File: src/rtl/dec_syndrome.sv
// RS decoder syndrome front end: per-lane Horner update of all syndromes per beat.
// Optional DEC_SYN_ERR_FLAG_EN adds a registered any-nonzero-syndrome flag.
module dec_syndrome #(
    parameter int          EGF_ORDER   = 8,
    parameter int unsigned EGF_PRI_POL = 'h11D,
    parameter int          RS_MES_LEN  = 239,
    parameter int          RS_PAR_LEN  = 16,
    parameter int          RS_FCR      = 0,
    parameter int          DEC_SYM_NUM = 4
) (
    input  logic                              clk,
    input  logic                              rst_n,
    input  logic                              in_valid,
    output logic                              in_ready,
    input  logic [DEC_SYM_NUM*EGF_ORDER-1:0]  in_data,
    output logic                              syn_valid,
    input  logic                              syn_ready,
    output logic [RS_PAR_LEN*EGF_ORDER-1:0]   syn_data
`ifdef DEC_SYN_ERR_FLAG_EN
    ,
    output logic                              syn_err
`endif
);

    localparam int RS_COD_LEN = RS_MES_LEN + RS_PAR_LEN;
    localparam int BEATS      = (RS_COD_LEN + DEC_SYM_NUM - 1) / DEC_SYM_NUM;
    localparam int FIR_NUM    = RS_COD_LEN % DEC_SYM_NUM;
    localparam int CNT_W      = $clog2(BEATS + 1);

    localparam logic [EGF_ORDER-1:0] POLY    = EGF_ORDER'(EGF_PRI_POL);
    localparam logic [CNT_W-1:0]     CNT_LAS = CNT_W'(BEATS - 2);

    typedef logic [EGF_ORDER-1:0] sym_t;
    typedef logic [RS_PAR_LEN-1:0][EGF_ORDER-1:0] syn_t;
    typedef enum logic [1:0] {SYN_FIR, SYN_NOR, SYN_LAS} phase_t;

    function automatic sym_t gf_mul(input sym_t a, input sym_t b);
        sym_t p;
        sym_t t;
        p = '0;
        t = a;
        for (int i = 0; i < EGF_ORDER; i++) begin
            if (b[i]) p = p ^ t;
            t = t[EGF_ORDER-1] ? ((t << 1) ^ POLY) : (t << 1);
        end
        return p;
    endfunction

    function automatic syn_t alpha_tab();
        syn_t r;
        for (int j = 0; j < RS_PAR_LEN; j++) begin
            r[j] = sym_t'(1);
            for (int k = 0; k < RS_FCR + j; k++)
                r[j] = gf_mul(r[j], sym_t'(2));
        end
        return r;
    endfunction

    function automatic logic [DEC_SYM_NUM-1:0] fir_mask();
        logic [DEC_SYM_NUM-1:0] m;
        for (int l = 0; l < DEC_SYM_NUM; l++)
            m[l] = (FIR_NUM == 0) || (l < FIR_NUM);
        return m;
    endfunction

    localparam syn_t                   ALPHA    = alpha_tab();
    localparam logic [DEC_SYM_NUM-1:0] FIR_MASK = fir_mask();

    phase_t           state_q, state_d;
    logic [CNT_W-1:0] cnt_q, cnt_d;
    syn_t             acc_q, acc_d, acc_upd;
    syn_t             syn_data_q, syn_data_d;
    logic             syn_valid_q, syn_valid_d;
    logic             accept, last;

    assign in_ready  = !syn_valid_q || syn_ready;
    assign accept    = in_valid && in_ready;
    assign last      = (state_q == SYN_LAS) || ((state_q == SYN_FIR) && (BEATS == 1));
    assign syn_valid = syn_valid_q;
    assign syn_data  = syn_data_q;

    // First beat restarts from zero so a stale accumulator never leaks in.
    always_comb begin
        acc_upd = (state_q == SYN_FIR) ? '0 : acc_q;
        for (int l = DEC_SYM_NUM - 1; l >= 0; l--) begin
            if ((state_q != SYN_FIR) || FIR_MASK[l]) begin
                for (int j = 0; j < RS_PAR_LEN; j++)
                    acc_upd[j] = gf_mul(acc_upd[j], ALPHA[j])
                               ^ in_data[l*EGF_ORDER +: EGF_ORDER];
            end
        end
    end

    always_comb begin
        state_d     = state_q;
        cnt_d       = cnt_q;
        acc_d       = acc_q;
        syn_data_d  = syn_data_q;
        syn_valid_d = syn_valid_q && !syn_ready;
        if (accept) begin
            acc_d = acc_upd;
            cnt_d = cnt_q + 1'b1;
            unique case (state_q)
                SYN_FIR: state_d = (BEATS == 1) ? SYN_FIR :
                                   (BEATS == 2) ? SYN_LAS : SYN_NOR;
                SYN_NOR: if (cnt_q == CNT_LAS) state_d = SYN_LAS;
                SYN_LAS: state_d = SYN_FIR;
                default: state_d = SYN_FIR;
            endcase
            if (last) begin
                syn_data_d  = acc_upd;
                syn_valid_d = 1'b1;
                acc_d       = '0;
                cnt_d       = '0;
            end
        end
    end

    always_ff @(posedge clk or negedge rst_n) begin
        if (!rst_n) begin
            state_q     <= SYN_FIR;
            cnt_q       <= '0;
            acc_q       <= '0;
            syn_data_q  <= '0;
            syn_valid_q <= 1'b0;
        end else begin
            state_q     <= state_d;
            cnt_q       <= cnt_d;
            acc_q       <= acc_d;
            syn_data_q  <= syn_data_d;
            syn_valid_q <= syn_valid_d;
        end
    end

`ifdef DEC_SYN_ERR_FLAG_EN
    logic syn_err_q;

    always_ff @(posedge clk or negedge rst_n) begin
        if (!rst_n)
            syn_err_q <= 1'b0;
        else if (accept && last)
            syn_err_q <= |acc_upd;
    end

    assign syn_err = syn_err_q;
`endif

endmodule

File: config.mk
export PLATFORM = sky130hd
export DESIGN_NAME = dec_syndrome
export DESIGN_NICKNAME = d
export VERILOG_FILES = /design/src/rtl/dec_syndrome.sv
export SDC_FILE = /design/constraint.sdc
export NUM_CORES = 1
export LEC_CHECK = 0
export ABC_AREA = 1
export BUFFER_PORTS_ARGS = -buffer_cell sky130_fd_sc_hd__buf_2
export CORE_MARGIN = 1
export CORE_UTILIZATION = 43
export CTS_CLUSTER_SIZE = 24
export DETAILED_ROUTE_END_ITERATION = 16
export SLEW_MARGIN = 10
export SYNTH_ARGS = -nofsm -noshare
export SYNTH_HDL_FRONTEND = slang
export SYNTH_SLANG_ARGS = --single-unit
File: constraint.sdc
create_clock -name clk -period 4.1 [get_ports clk]
set_input_delay 0.615 -clock clk [delete_from_list [all_inputs] [get_ports clk]]
set_output_delay 0.615 -clock clk [all_outputs]
set_load 0.1 [all_outputs]
==> results of run 1 <==
==> placed cells by master (no fill, tap or decap), types with 8 or more instances in the layout <==
cell       count
buf_12        20
or2_1         16
xor2_1       633
inv_4         12
o22ai_1       30
nand3b_1      19
nand3_2      151
nand3_4       46
dfrtp_1      266
a22o_1        17
nor2_2         8
nand2_8       10
xor2_2        83
or2_2         33
nand2_2      420
nor2_4        11
a21oi_1       46
nand4_1       21
xor2_4        20
o21ai_1       31
o21ai_0      133
o21ai_2       15
nand3_1      445
nor2_1        45
buf_6         40
clkbuf_16     36
nand2_1     1479
inv_2         56
clkinv_1       8
xnor2_2       33
nand2_4       84
inv_1        300
buf_2        164
buf_4        768
xnor2_1      237
==> sequential cells by signal, indices dropped and copies added (netlist names) <==
| register | count |
|---|---|
| syn_data | 128 |
| acc_q | 128 |
| cnt_q | 7 |
| syn_valid | 1 |
| state_q | 2 |
==> kinds of logic (layout without fill, tap and decap cells) <==
logic type	count (synthesis)	in the layout	synth area share
buffers and inverters	528	1445	0.0681
adder cells (fa/ha/maj)	2	2	0.000798
AO/OA/AOI/OAI	283	283	0.0503
flip-flops	266	266	0.212
XOR/XNOR	1011	1011	0.293
AND/OR/NAND/NOR	2796	2798	0.376
other	0	2	0
==> metal layers <==
metal / wire (um) / GRT usage / up-vias
met3: 9840 / 0.0599 / 345
met2: 57600 / 0.536 / 1181
met5: 10 / 0 / -
met1: 52100 / 0.419 / 16627
met4: 8120 / 0.177 / 2
li1: - / - / 17050
==> worst max path at each step <==
stage	startpoint	end	slack, ns
after floorplan	state_q[0]	acc_q[114]	-0.008
after global placement	state_q[0]	acc_q[95]	-0.67
after detailed placement	state_q[0]	acc_q[95]	-0.75
after CTS	state_q[0]	syn_data[106]	-0.53
after global routing	state_q[0]	syn_data[99]	-0.91
final	state_q[0]	syn_data[91]	-0.61
==> per-stage QoR <==
stage / setup WS [ns] / instances / setup TNS [ns]
floorplan: -0.00815 / 4886 / -0.0158
CTS: -0.534 / 6728 / -44.11
global route: -0.913 / 6756 / -106.35
detailed placement: -0.753 / 6603 / -67.95
finish: -0.615 / 6757 / -56.48
global placement: -0.665 / 6603 / -60.66
==> synthesized netlist by cell type (2+ instances only) <==
master,count
ha_1,2
nand4_1,21
or2_2,35
o22ai_1,30
xnor2_2,5
clkbuf_1,84
buf_4,9
o21ai_1,27
clkbuf_2,2
xor2_1,705
dfrtp_1,266
or2_1,16
xor2_2,29
nand2_4,3
nand2_1,1950
nor3_1,3
buf_6,9
buf_8,2
buf_2,21
nand2_2,38
buf_1,23
clkinv_1,9
a22o_1,17
a31oi_1,2
o21ai_2,7
a21oi_1,51
nor2_2,5
xor2_4,2
nand3b_1,19
inv_1,347
o21ai_0,145
xnor2_1,268
nor2_1,58
inv_2,22
nand3_2,12
or2_0,2
xnor3_1,2
nand3_1,629
==> layout make-up <==
cell class              instances  area (um2)  share of cell area
multi-input cells            4094       26700               0.594
inverters                     378        1470              0.0326
repair buffers               1002        7650               0.170
clock inverters                22         330             0.00735
well taps                     950        1190              0.0264
diodes                          2        5.00            0.000111
flip-flops and latches        266        6660               0.148
clock buffers                  43         947              0.0211
==> what timing repair did <==
action / 4_1_cts / 5_1_grt
cloned: 4 / 0
pin swaps: 135 / 205
resized for setup: 594 / 498
buffers inserted: 58 / 28
endpoints found under the setup margin: 155 / 172
==> flow_metrics.py, run 1 <==
metrics = {
    "detailed_routing": {
        "route.detailed.drc": 0,
        "drt_first_pass_iters": 6,
        "ant_nets": 0,
        "vias": 35205,
        "detailedRoute.firstIterationViolations": 2581,
        "via_per_inst": 5.21,
        "routed_wl_mm": 128,
        "wl_per_cell_um": 18.9,
    },
    "synth": {
        "synth_area_leader_cell": "nand2_1",
        "synth_area_um2": 31300,
        "synth.top_cell.area_share": 0.234,
        "syn_avg_cell_area_um2": 6.42,
        "synth_seq_cells": 266,
        "synth_warnings": 0,
        "synth_edf_count": 0,
        "synth_fp_nets": 4924,
        "syn_inst": 4886,
        "synthDistinctLibCells": 47,
        "synth_area_leaders": "nand2_1 23%, dfrtp_1 21%, xor2_1 20%, nand3_1 10%, xnor2_1 7.5%",
        "ys_async_sr_fraction": 1.00,
        "ys.flop_type": "dfrtp_1",
        "yosysSeqAreaShare": 0.212,
    },
    "run": {
        "max_cap_viol_count": 0,
    },
    "cts": {
        "cts_buffers": 36,
        "clock_latency_ns": 0.58,
        "htree_levels": 2,
        "clockRootBuffer": "clkbuf_16",
        "clk_path_buf_depth": 3,
        "cts_hold_buf": 0,
        "clock_sinks": 266,
        "cts_tree": "built",
        "clkTransAtPathRegs_ns": 0.06,
    },
    "finish": {
        "fin_util": 0.626,
        "area_delta_synth_final_pct": 43.4,
        "nFillCells": 6577,
        "layout.nets": 5816,
        "stdcell_area_um2": 45000,
        "layout-drive-gt1-share": 0.355,
    },
    "die": {
        "fp-row-count": 98,
        "dieWidth_um": 272,
        "initial_utilization": 0.436,
        "dieArea_um2": 74000,
        "io_pins": 166,
        "core-area_um2": 71900,
        "die_h_um": 272,
    },
    "critical_path": {
        "path_buf_inv": 9,
        "cp_top_family": "simple AND/OR/NAND/NOR gates",
        "path_class": "flop to flop",
        "reg2reg_slack_ns": -0.61,
        "r2r-start": "state_q[0]",
        "worst-path-max-fanout": 6,
        "cp-end-kind": "flop",
        "cp_slowest_cell": "dfrtp_1",
        "cp.arrival_ns": 5.23,
        "path_common_cell": "nand2_2",
        "cp.depth": 42,
        "rr_worst_depth": 42,
        "max_stage_delay_ns": 0.41,
        "start_kind": "flop",
        "crit_required_ns": 4.62,
        "timing.rr.end": "syn_data[91]",
    },
    "placed_design": {
        "gp_congestion": 0.985,
        "dpl.hpwl_mm": 91.4,
        "placed_area_um2": 38500,
        "place.port_buffers": 165,
    },
    "status": {
        "violations": "setup timing",
        "status": "complete, but fails checks",
    },
    "sta": {
        "hold_viol_final": 0,
        "worst_pin_slew_ns": 0.965,
        "rsz0062_at_grt": "yes",
        "fin_hold_ws_ns": 0.0895,
        "period_share": 1.15,
        "fin_ws_ns": -0.615,
        "finalSetupViolCount": 163,
        "skew_ns": 0.0245,
        "min_period_ns": 4.71,
        "slew_headroom": 0.357,
        "final_max_slew_viol_count": 0,
        "fmax_mhz": 212,
    },
    "grt": {
        "grt_pass1_wl_mm": 188,
        "grt.total_usage": 0.331,
        "grt-ovfl-total": 0,
        "grt_max_degree": 121,
        "grt_pass1_vias": 32857,
        "antenna_found_initial": 3,
    },
    "worst_hold_path": {
        "min-delay-path-class": "input port to asynchronous set/reset pin",
    },
}
Power of run 1 is not shown: default switching activity piles up to over one toggle a cycle in this logic, so the estimate is an artifact.
==> run 2: changes to the inputs <==
CTS_CLUSTER_SIZE = 25   (was 24)
clock period = 4.9 ns   (was 4.1 ns; I/O delays follow)
==> run 2 against run 1 <==
  * The run now ends clean
  * Core utilization is 9.0 points lower
  * Critical path depth is 3 lower
  * Highest routed layer is now met4
  * Die area stayed put
  * Routed wire length is 5.4% lower
  * Flip-flop and latch count stayed put
  * Final cell count is 8.4% lower
  * Non-clock buffer count is 568 lower
  * Maximum frequency is 0.71% higher
  * Critical endpoint is now acc_q[84]
  * Via count is 7.0% lower
==> flow_metrics.py, run 2 (same netlist as run 1, synthesis figures left out) <==
metrics = {
    "status": {
        "status": "finished clean",
    },
    "grt": {
        "grt_use_met2": 0.497,
        "busiest_layer": "met2",
        "grt_use_met1": 0.419,
        "antenna_found_initial": 2,
        "gr-usage-met3": 0.0439,
        "grt_pass1_wl_mm": 175,
        "grt-ovfl-total": 0,
        "grt.total_usage": 0.310,
        "grt_pass1_vias": 29075,
        "grt_max_degree": 128,
    },
    "detailed_routing": {
        "detailedRoute.firstIterationViolations": 2885,
        "route.detailed.drc": 0,
        "routed_wl_mm": 121,
        "via_per_inst": 5.29,
        "wl_per_cell_um": 19.5,
        "ant_nets": 0,
        "vias": 32729,
        "drt_first_pass_iters": 6,
    },
    "critical_path": {
        "worstSetupStartpoint": "state_q[0]",
        "path_common_cell": "nand2_1",
        "crit_end": "acc_q[84]",
        "worst-path-max-fanout": 9,
        "timing.rr.end": "acc_q[84]",
        "crit_required_ns": 5.37,
        "cp-end-kind": "flop",
        "max_stage_delay_ns": 0.45,
        "start_kind": "flop",
        "r2r-start": "state_q[0]",
        "reg2reg_slack_ns": 0.22,
        "rr_worst_depth": 39,
        "cp_slowest_cell": "dfrtp_2",
        "cp.arrival_ns": 5.15,
        "path_class": "flop to flop",
    },
    "run": {
        "max_cap_viol_count": 0,
    },
    "cts": {
        "clk_path_buf_depth": 3,
        "cts_hold_buf": 0,
        "clock_sinks": 266,
        "clkTransAtPathRegs_ns": 0.07,
        "cts_buffers": 36,
        "htree_levels": 2,
        "clock_latency_ns": 0.58,
        "clockRootBuffer": "clkbuf_16",
        "cts_tree": "built",
    },
    "sta": {
        "hold_viol_final": 0,
        "setup-tns-final_ns": 0,
        "period_share": 0.955,
        "min_period_ns": 4.68,
        "fmax_mhz": 214,
        "finalSetupViolCount": 0,
        "worst_pin_slew_ns": 1.13,
        "fin_ws_ns": 0.218,
        "skew_ns": 0.0195,
        "slew_headroom": 0.247,
        "final_max_slew_viol_count": 0,
        "rsz0062_at_grt": "yes",
    },
    "die": {
        "io_pins": 166,
        "dieArea_um2": 74000,
        "initial_utilization": 0.436,
        "core-area_um2": 71900,
        "die_h_um": 272,
        "dieWidth_um": 272,
        "fp-row-count": 98,
    },
    "finish": {
        "layout_common_cells": "1,700 x nand2_1, 666 x xor2_1, 542 x nand3_1",
        "mostFrequentLayoutCell": "nand2_1",
        "area_delta_synth_final_pct": 22.8,
        "nFillCells": 7165,
        "multi_input_comb_area_um2": 24700,
        "stdcell_area_um2": 38500,
        "layout-drive-gt1-share": 0.212,
        "layout.nets": 5247,
        "ff_latch_area_um2": 6660,
    },
    "worst_hold_path": {
        "min-delay-path-class": "input port to asynchronous set/reset pin",
    },
    "placed_design": {
        "place.port_buffers": 165,
        "gp_congestion": 0.981,
        "dpl.hpwl_mm": 85.6,
        "dp_worst_setup_slack_ns": -0.158,
        "placed_area_um2": 34300,
    },
}
==> run 2: changes by cell type in the layout (fill, tap and decap cells not counted), moves of 27 or more <==
cell / delta
nand2_1: +221
nand3_1: +97
nand3_2: -68
xor2_2: -27
nand2_4: -42
buf_6: -32
nand3_4: -29
xor2_1: +33
buf_4: -530
nand2_2: -171
==> run 2: worst min path at each step <==
stage,start,slack (ns),to
floorplan,rst_n,0.44,acc_q[0]
global placement,syn_data[125],0.46,syn_data[125]
detailed placement,syn_data[79],0.46,syn_data[79]
CTS,rst_n,0.22,syn_data[116]
global route,rst_n,0.26,syn_data[114]
finish,rst_n,0.18,syn_data[114]
==> run 2: routing by layer <==
| layer | vias up | share of wire |
|---|---|---|
| met4 | 0 | 0.047 |
| met1 | 15286 | 0.43 |
| li1 | 15928 | - |
| met2 | 1255 | 0.45 |
| met3 | 260 | 0.078 |
| met5 | - | 0 |
==> run 2: area by class of cell <==
| class | instances | area share |
|---|---|---|
| well taps | 950 | 0.0309 |
| repair buffers | 434 | 0.0830 |
| inverters | 378 | 0.0376 |
| diodes | 1 | 0.0000650 |
| flip-flops and latches | 266 | 0.173 |
| clock inverters | 27 | 0.0104 |
| multi-input cells | 4093 | 0.641 |
| clock buffers | 39 | 0.0242 |
==> run 2: stage by stage <==
stage,instances,hold WS [ns],util
final,6188,0.183,0.536
after global routing,6187,0.263,0.536
after CTS,6114,0.224,0.496
after detailed placement,6048,0.460,0.478
after global placement,6048,0.459,0.478
after floorplan,4886,0.439,-
==> run 2: worst max-delay path: cells and delay by family, from the launching register on <==
family | cells | cell delay [ns]
AO/OA/AOI/OAI | 2 | 0.44
XOR/XNOR | 1 | 0.29
buffers and inverters | 6 | 0.69
flip-flops | 1 | 0.45
AND/OR/NAND/NOR | 30 | 2.71
==> run 2: timing repair <==
action / in CTS / in global routing
buffers inserted: 0 / 67
gates resized for setup: 4 / 550
endpoints found under the setup margin: 15 / 112
hold endpoints to repair: 0 / 0
gates cloned: 0 / 6
pin swaps: 0 / 112
Power of run 2 is left out for the same reason.
